`config.mk`:
```
export PLATFORM = sky130hd
export DESIGN_NAME = frame_compositor_flat
export DESIGN_NICKNAME = d
export VERILOG_FILES = /design/src/rtl/frame_compositor_if.sv /design/src/rtl/frame_compositor.sv /design/src/flat_wrapper.sv
export SDC_FILE = /design/constraint.sdc
export NUM_CORES = 1
export LEC_CHECK = 0
export ABC_AREA = 1
export ABC_CLOCK_PERIOD_IN_PS = 1950
export CAP_MARGIN = 30
export CORE_MARGIN = 5
export CORE_UTILIZATION = 45
export DETAILED_ROUTE_END_ITERATION = 12
export PLACE_DENSITY_LB_ADDON = 0.25
export SETUP_SLACK_MARGIN = 0.05
export SYNTH_ARGS = -nofsm -noshare
export SYNTH_HDL_FRONTEND = slang
export SYNTH_SLANG_ARGS = --single-unit
```
`constraint.sdc`:
```
create_clock -name clk -period 1.95 [get_ports clk]
set_clock_uncertainty 0.1 [all_clocks]
set_input_delay 0.195 -clock clk [delete_from_list [all_inputs] [get_ports clk]]
set_output_delay 0.195 -clock clk [all_outputs]
set_load 0.03 [all_outputs]
```
`src/rtl/frame_compositor_if.sv`:
```
// Pixel-side bus of the frame compositor: coordinate requests out, layer colours back,
// composited pixel, sync/blank and the per-frame collision report.
interface frame_compositor_if;
   logic [7:0]  player_color;
   logic [7:0]  car_color;
   logic [7:0]  finish_color;
   logic [7:0]  background_color;
   logic [0:10] requested_x;
   logic [0:10] requested_y;
   logic        frame_start;
   logic [0:1]  collisions;
   logic [7:0]  pixel_color;
   logic        hsync;
   logic        vsync;
   logic        blank;

   modport master (
      input  player_color, car_color, finish_color, background_color,
      output requested_x, requested_y, frame_start, collisions,
      output pixel_color, hsync, vsync, blank
   );

   modport slave (
      output player_color, car_color, finish_color, background_color,
      input  requested_x, requested_y, frame_start, collisions,
      input  pixel_color, hsync, vsync, blank
   );
endinterface

```
`src/rtl/frame_compositor.sv`:
```
// VGA raster generator and layer compositor: issues pixel requests, priority-mixes the
// registered layer answers, and reports per-frame player overlaps with a frame_start pulse.
module frame_compositor #(
   parameter int         H_ACTIVE     = 640,
   parameter int         H_TOTAL      = 800,
   parameter int         H_SYNC_START = 656,
   parameter int         H_SYNC_END   = 752,
   parameter int         V_ACTIVE     = 480,
   parameter int         V_TOTAL      = 525,
   parameter int         V_SYNC_START = 490,
   parameter int         V_SYNC_END   = 492,
   parameter logic [7:0] MASK_VALUE   = 8'h62
) (
   input logic               clk,
   input logic               resetN,
   frame_compositor_if.master bus
);

   localparam int CW = 11;
   localparam logic [CW-1:0] H_LAST = CW'(H_TOTAL - 1);
   localparam logic [CW-1:0] V_LAST = CW'(V_TOTAL - 1);
   localparam logic [CW-1:0] H_ACT  = CW'(H_ACTIVE);
   localparam logic [CW-1:0] V_ACT  = CW'(V_ACTIVE);
   localparam logic [CW-1:0] H_SS   = CW'(H_SYNC_START);
   localparam logic [CW-1:0] H_SE   = CW'(H_SYNC_END);
   localparam logic [CW-1:0] V_SS   = CW'(V_SYNC_START);
   localparam logic [CW-1:0] V_SE   = CW'(V_SYNC_END);

   localparam logic [1:0] ST_ACTIVE = 2'd0;
   localparam logic [1:0] ST_LATCH  = 2'd1;
   localparam logic [1:0] ST_PULSE  = 2'd2;
   localparam logic [1:0] ST_WAIT   = 2'd3;

   logic [CW-1:0] h_cnt_p0, v_cnt_p0;
   logic          act_p0, hs_p0, vs_p0;
   logic          vld_p1, hs_p1, vs_p1;
   logic [7:0]    pix_p2;
   logic          blank_p2, hs_p2, vs_p2;
   logic [1:0]    state;
   logic [0:1]    acc, coll;

   function automatic logic [7:0] prio_mix(input logic [7:0] p, input logic [7:0] c,
                                           input logic [7:0] f, input logic [7:0] b);
      if (p != MASK_VALUE)      return p;
      else if (c != MASK_VALUE) return c;
      else if (f != MASK_VALUE) return f;
      else if (b != MASK_VALUE) return b;
      else                      return 8'h00;
   endfunction

   // Bit 0: player over car, bit 1: player over finish line.
   function automatic logic [0:1] overlap(input logic [7:0] p, input logic [7:0] c,
                                          input logic [7:0] f);
      return {(p != MASK_VALUE) && (c != MASK_VALUE), (p != MASK_VALUE) && (f != MASK_VALUE)};
   endfunction

   // Stage 0: raster counters double as the outgoing coordinate registers
   assign act_p0 = (h_cnt_p0 < H_ACT) && (v_cnt_p0 < V_ACT);
   assign hs_p0  = !((h_cnt_p0 >= H_SS) && (h_cnt_p0 < H_SE));
   assign vs_p0  = !((v_cnt_p0 >= V_SS) && (v_cnt_p0 < V_SE));

   always_ff @(posedge clk or negedge resetN) begin
      if (!resetN) begin
         h_cnt_p0 <= '0;
         v_cnt_p0 <= '0;
      end else if (h_cnt_p0 == H_LAST) begin
         h_cnt_p0 <= '0;
         v_cnt_p0 <= (v_cnt_p0 == V_LAST) ? '0 : v_cnt_p0 + CW'(1);
      end else begin
         h_cnt_p0 <= h_cnt_p0 + CW'(1);
      end
   end

   // Stage 1: layer colours arrive; flags delayed to match
   // Stage 2: composited pixel and syncs registered together
   always_ff @(posedge clk or negedge resetN) begin
      if (!resetN) begin
         vld_p1   <= 1'b0;
         hs_p1    <= 1'b1;
         vs_p1    <= 1'b1;
         pix_p2   <= 8'h00;
         blank_p2 <= 1'b1;
         hs_p2    <= 1'b1;
         vs_p2    <= 1'b1;
      end else begin
         vld_p1   <= act_p0;
         hs_p1    <= hs_p0;
         vs_p1    <= vs_p0;
         pix_p2   <= vld_p1 ? prio_mix(bus.player_color, bus.car_color, bus.finish_color,
                                       bus.background_color) : 8'h00;
         blank_p2 <= !vld_p1;
         hs_p2    <= hs_p1;
         vs_p2    <= vs_p1;
      end
   end

   // LATCH occupies the cycle whose stage-1 pixel is (0, V_ACTIVE), so the report is
   // stable by the time PULSE raises frame_start.
   always_ff @(posedge clk or negedge resetN) begin
      if (!resetN) begin
         state <= ST_ACTIVE;
         acc   <= '0;
         coll  <= '0;
      end else begin
         case (state)
            ST_ACTIVE: if (h_cnt_p0 == '0 && v_cnt_p0 == V_ACT) state <= ST_LATCH;
            ST_LATCH:  state <= ST_PULSE;
            ST_PULSE:  state <= ST_WAIT;
            default:   if (v_cnt_p0 == '0) state <= ST_ACTIVE;
         endcase
         if (state == ST_LATCH) begin
            coll <= acc;
            acc  <= '0;
         end else if (vld_p1) begin
            acc  <= acc | overlap(bus.player_color, bus.car_color, bus.finish_color);
         end
      end
   end

   assign bus.requested_x = h_cnt_p0;
   assign bus.requested_y = v_cnt_p0;
   assign bus.frame_start = (state == ST_PULSE);
   assign bus.collisions  = coll;
   assign bus.pixel_color = pix_p2;
   assign bus.hsync       = hs_p2;
   assign bus.vsync       = vs_p2;
   assign bus.blank       = blank_p2;

endmodule

```
`src/flat_wrapper.sv`:
```
// flat-port wrapper written by rule: the top's interface ports become plain ports
module frame_compositor_flat 
#(
   parameter int         H_ACTIVE     = 640,
   parameter int         H_TOTAL      = 800,
   parameter int         H_SYNC_START = 656,
   parameter int         H_SYNC_END   = 752,
   parameter int         V_ACTIVE     = 480,
   parameter int         V_TOTAL      = 525,
   parameter int         V_SYNC_START = 490,
   parameter int         V_SYNC_END   = 492,
   parameter logic [7:0] MASK_VALUE   = 8'h62
)
  (clk, resetN, bus_player_color, bus_car_color, bus_finish_color, bus_background_color, bus_requested_x, bus_requested_y, bus_frame_start, bus_collisions, bus_pixel_color, bus_hsync, bus_vsync, bus_blank);
  frame_compositor_if bus_i ();
  input logic clk;
  input logic resetN;
  input wire logic [$bits(bus_i.player_color)-1:0] bus_player_color;
  input wire logic [$bits(bus_i.car_color)-1:0] bus_car_color;
  input wire logic [$bits(bus_i.finish_color)-1:0] bus_finish_color;
  input wire logic [$bits(bus_i.background_color)-1:0] bus_background_color;
  output wire logic [$bits(bus_i.requested_x)-1:0] bus_requested_x;
  output wire logic [$bits(bus_i.requested_y)-1:0] bus_requested_y;
  output wire logic [$bits(bus_i.frame_start)-1:0] bus_frame_start;
  output wire logic [$bits(bus_i.collisions)-1:0] bus_collisions;
  output wire logic [$bits(bus_i.pixel_color)-1:0] bus_pixel_color;
  output wire logic [$bits(bus_i.hsync)-1:0] bus_hsync;
  output wire logic [$bits(bus_i.vsync)-1:0] bus_vsync;
  output wire logic [$bits(bus_i.blank)-1:0] bus_blank;
  assign bus_i.player_color = bus_player_color;
  assign bus_i.car_color = bus_car_color;
  assign bus_i.finish_color = bus_finish_color;
  assign bus_i.background_color = bus_background_color;
  assign bus_requested_x = bus_i.requested_x;
  assign bus_requested_y = bus_i.requested_y;
  assign bus_frame_start = bus_i.frame_start;
  assign bus_collisions = bus_i.collisions;
  assign bus_pixel_color = bus_i.pixel_color;
  assign bus_hsync = bus_i.hsync;
  assign bus_vsync = bus_i.vsync;
  assign bus_blank = bus_i.blank;
  frame_compositor #(.H_ACTIVE(H_ACTIVE), .H_TOTAL(H_TOTAL), .H_SYNC_START(H_SYNC_START), .H_SYNC_END(H_SYNC_END), .V_ACTIVE(V_ACTIVE), .V_TOTAL(V_TOTAL), .V_SYNC_START(V_SYNC_START), .V_SYNC_END(V_SYNC_END), .MASK_VALUE(MASK_VALUE)) u_core (.clk(clk), .resetN(resetN), .bus(bus_i));
endmodule
```
Word level (Yosys, flattened, before mapping)
Index checks and enable logic that the tools add are counted.
{"block": "totals", "ff_bits": 42, "input_bits": 34, "out_inout_bits": 36, "word_cells": 58}
{"block": "op_classes", "add_sub_neg": 2, "order_cmp": 6, "n_eq_ne": 10, "muxes": 12, "bitwise_logic": 1, "n_reduce_logical": 15}
{"operator": "$mux 8", "count": 5}
{"operator": "$ne 8x7->1 const B", "count": 4}
{"operator": "$add 11x1->11 const B", "count": 2}
{"operator": "$eq 11x10->1 const B", "count": 2}
{"operator": "$logic_not 11->1", "count": 2}
{"operator": "$lt 11x10->1 const B", "count": 2}
{"operator": "$lt 11x9->1 const B", "count": 2}
{"operator": "$mux 11", "count": 2}
{"operator": "$eq 11x9->1 const B", "count": 1}
{"operator": "$ge 11x10->1 const B", "count": 1}
{"operator": "$ge 11x9->1 const B", "count": 1}
{"operator": "$mux 2", "count": 4}
{"operator": "$logic_and 1x1->1", "count": 6}
{"operator": "$pmux 2 s3", "count": 1}
{"operator": "$reduce_bool 4->1", "count": 1}
{"operator": "$logic_not 1->1", "count": 3}
{"operator": "$eq 2x1->1 const B", "count": 1}
{"operator": "$eq 2x2->1 const B", "count": 1}
{"operator": "$logic_not 2->1", "count": 1}
{"operator": "$ne 2x1->1 const B", "count": 1}
{"operator": "$or 2x2->2", "count": 1}
{"operator": "$reduce_and 2->1", "count": 1}
{"operator": "$reduce_bool 2->1", "count": 1}

Logic depth before layout (Yosys ltp)
{"block": "logic_depth", "depth_word": 6, "depth_mapped": 10, "depth_no_buf": 10}

Worst setup path before layout
No wires, ideal clock.
{"block": "synth_timing", "path_kind": "reg-to-reg", "from": "reg u_core.h_cnt_p0[0] (netlist: u_core.bus.requested_x[10])", "to": "reg u_core.v_cnt_p0[5] (netlist: u_core.bus.requested_y[5])", "setup_time_ns": 0.125, "arrival_time_ns": 1.507, "t_required_ns": 1.725, "setup_slack_ns": 0.218, "path_stages_with_launch": 8, "path_buffers": 0, "period_less_slack_ns": 1.732, "path_cell_list": "dfrtp_1 ha_1 nand3_2 nor2_1 nand4_1 inv_1 nand3_1 xor2_1"}
{"block": "synth_between", "elab_chain_len": 1}
{"element": "start, declared", "line_no": "frame_compositor.sv:34", "text": "logic [CW-1:0] h_cnt_p0, v_cnt_p0;"}
{"element": "start signal, assigned", "line_no": "frame_compositor.sv:70", "text": "h_cnt_p0 <= h_cnt_p0 + CW'(1);"}
{"element": "$eq 11x10->1", "line_no": "frame_compositor.sv:66", "text": "end else if (h_cnt_p0 == H_LAST) begin"}
{"element": "end signal, assigned", "line_no": "frame_compositor.sv:68", "text": "v_cnt_p0 <= (v_cnt_p0 == V_LAST) ? '0 : v_cnt_p0 + CW'(1);"}
{"element": "end, declared", "line_no": "frame_compositor.sv:34"}
No other way between the ends.
A chain may end at the register's enable or synchronous reset.

Worst setup path after layout
{"block": "layout_timing", "from": "reg u_core.vs_p2 (netlist: u_core.bus.vsync)", "to": "out bus_vsync"}
{"element": "start, declared", "line_no": "frame_compositor.sv:38", "text": "logic blank_p2, hs_p2, vs_p2;"}
{"element": "start signal, assigned", "line_no": "frame_compositor.sv:93", "text": "vs_p2 <= vs_p1;"}
{"element": "end, declared", "line_no": "flat_wrapper.sv:28", "text": "output wire logic [$bits(bus_i.vsync)-1:0] bus_vsync;"}
No word-level cell between the ends.

==> impl_metrics.yaml <==
outcome:
  status: "complete, no violations"
clock_network:
  clockBufferDepth: 2
  clk_latency_ns: 0.29
  cts.clk_slew.worst_paths_ns: 0.08
  tritoncts: "yes"
  htreeDepth: 2
  clock-sinks: 42
  ctsRootBufferMaster: "clkbuf_8"
  cts_made_buffers: 5
cells_and_area:
  regArea_sq_um: 1060
  num-nets-final: 422
  drive_gt1_share_pct: 7.61
  fillerInstances: 476
  final_cell_mix: "clkdlybuf4s50_1, nand2_1, inv_1"
  insertedDiodeCount: 0
  final_cells: 451
  final_common_cell: "clkdlybuf4s50_1"
  multiInputGateArea_sq_um: 1050
  area_growth_pct: 39.7
detailed_routing:
  detail-route-antenna-nets: 0
  drtIter0Drc: 79
  drt-pass1-iter-count: 4
  routedWlPerCell_microns: 12.8
  wl_mm: 5.79
  vias_per_cell: 4.90
  via_count: 2210
  drcViolationCount: 0
synthesis:
  mappedNetlistNets: 340
  avgSynthCellArea_sq_um: 7.81
  yosys.cell_types.count: 26
  syn_area_sq_um: 2330
  synth_top_area_share_pct: 39.8
  synth_area_leaders: "dfrtp_1, nand2_1, inv_1"
  yosys_warnings: 0
  ys_ff_latch: 42
  synthCells: 298
  yosysTopAreaCell: "dfrtp_1"
  seq_area_frac_synth_pct: 45.4
critical_path:
  start_kind: "flop"
  crit_family: "buffers and inverters"
  endpoint_kind: "output port"
  path_max_fanout: 1
  crit_slowest_cell: "clkdlybuf4s50_1"
  critPathBufInv: 1
  crit_type: "reg2out"
  cp.required_ns: 1.65
  cp_cell_sequence: "clkdlybuf4s50_1"
  crit_arrival_ns: 1.48
  max_stage_delay_ns: 0.68
placed_design:
  io_buffers: 69
  dp_hpwl_mm: 4.49
  place_congestion: 0.852
  dp.cells: 440
timing:
  maxSlewViolCount: 0
  finalSetupViolations: 0
  whs_ns: 0.259
  fin_tns_setup_ns: 0
  rsz0062_at_grt: "no"
  slew_headroom_pct: 64.9
  fin_crit_ns: 1.78
  hold_viol: 0
  worst_pin_slew_ns: 0.527
  fmax_mhz: 563
  post-route-period-util_pct: 91.1
power_and_ir_drop:
  irDropWorstVdd_mv: 0.321
  cellLeakagePower_uw: 0.00157
  power_uw: 1710
  power_density_nw_per_um2: 525
die:
  core_sq_um: 5070
  die_y_microns: 81.9
  dieArea_sq_um: 6710
  die_w_microns: 81.9
  rows: 26
  io_pins: 70
  start_util_pct: 45.9
global_routing:
  grt_pass1_vias: 2182
  grt_antenna_before_repair: 0
  grt_max_degree: 43
  gr-total-overflow: 0
  track_usage_pct: 18.7
  grt_pass1_wl_mm: 9.72
worst_hold_path:
  hold_path_class: "reg2reg"
flow_run:
  maxCapViolCount: 0
-- logic make-up after synthesis --
logic type	share of synthesized area, %
compound gates	6.66
xor+xnor	4.51
fa+ha+maj	4.30
buf+inv	9.56
flops	45.4
simple gates	29.6
-- layer usage --
layer | part of all wire [%] | up-vias | GRT usage, %
met4 | 1.6 | 0 | 5.65
met1 | 44 | 1014 | 22.7
met2 | 47 | 74 | 32.3
met5 | 0 | - | 0
li1 | - | 1111 | -
met3 | 7.2 | 11 | 4.82
-- metrics by stage --
stage / worst slack [ns] / area, sq um / utilization, %
after floorplan: 0.218 / 2330 / -
after global placement: 0.239 / 3120 / 61.5
after detailed placement: 0.236 / 3120 / 61.5
after CTS: 0.151 / 3240 / 63.8
after global routing: 0.104 / 3250 / 64.1
final: 0.174 / 3250 / 64.1
-- cell usage after synthesis --
library cell and count:
nor2_1 26, nand3_2 1, xnor2_1 1, nor2_2 4
nand4_1 10, ha_1 8, nor4_1 3, nor3_1 9
a21oi_1 12, buf_2 1, nand3b_1 2, or2_2 2
o21ai_0 14, dfrtp_1 37, nor2_4 1, nand3_1 24
o21ai_1 2, o211ai_1 2, buf_6 1, inv_1 55
nand2_1 64, nand4_2 1, xor2_1 11, nor3_2 1
dfstp_2 5, nor3b_1 1
-- cell type report --
| cell class | count | area share, % |
|---|---|---|
| multi-input combinational | 199 | 32.2 |
| sequential | 42 | 32.5 |
| clock buffer | 7 | 2.35 |
| clock inverter | 1 | 0.923 |
| timing repair buffer | 77 | 23.0 |
| inverter | 55 | 6.35 |
| tap | 70 | 2.69 |
-- power breakdown --
group | leakage (uW) | internal [uW] | switching (uW)
clock | 0.0000524 | 383 | 284
sequential | 0.000521 | 879 | 2.11
combinational | 0.000998 | 86.5 | 74.0
total | 0.00157 | 1350 | 361
-- worst paths after layout --
kind / startpoint / endpoint / slack (ns) / depth (start not counted)
max in group asynchronous: resetN / u_core.bus.blank / 0.94 / 3
hold reg to reg: u_core.hs_p1 / u_core.bus.hsync / 0.26 / 0
hold / removal: u_core.hs_p1 / u_core.bus.hsync / 0.26 / 0
setup / recovery: u_core.bus.vsync / bus_vsync / 0.17 / 1
min in group asynchronous: resetN / u_core.bus.pixel_color[3] / 0.44 / 3
setup reg to reg: u_core.bus.requested_x[10] / u_core.bus.requested_y[6] / 0.26 / 8
-- flip-flops by register name (all words and copies together) (netlist names) --
| register | count |
|---|---|
| u_core.acc | 2 |
| u_core.bus.hsync | 1 |
| u_core.vs_p1 | 1 |
| u_core.state | 2 |
| u_core.bus.pixel_color | 8 |
| u_core.hs_p1 | 1 |
| u_core.bus.requested_x | 11 |
| u_core.bus.blank | 1 |
| u_core.bus.requested_y | 11 |
| u_core.bus.vsync | 1 |
| u_core.vld_p1 | 1 |
| u_core.bus.collisions | 2 |
-- repair_timing --
| action | 4_1_cts | 5_1_grt |
|---|---|---|
| resized for setup | 1 | 0 |
| buffers inserted | 0 | 2 |
| endpoints found under the hold margin | 37 | 0 |
| hold buffers | 1 | 0 |
| endpoints found under the setup margin | 1 | 2 |
| pin swaps | 0 | 1 |
Power figures use the tool's default switching activity.
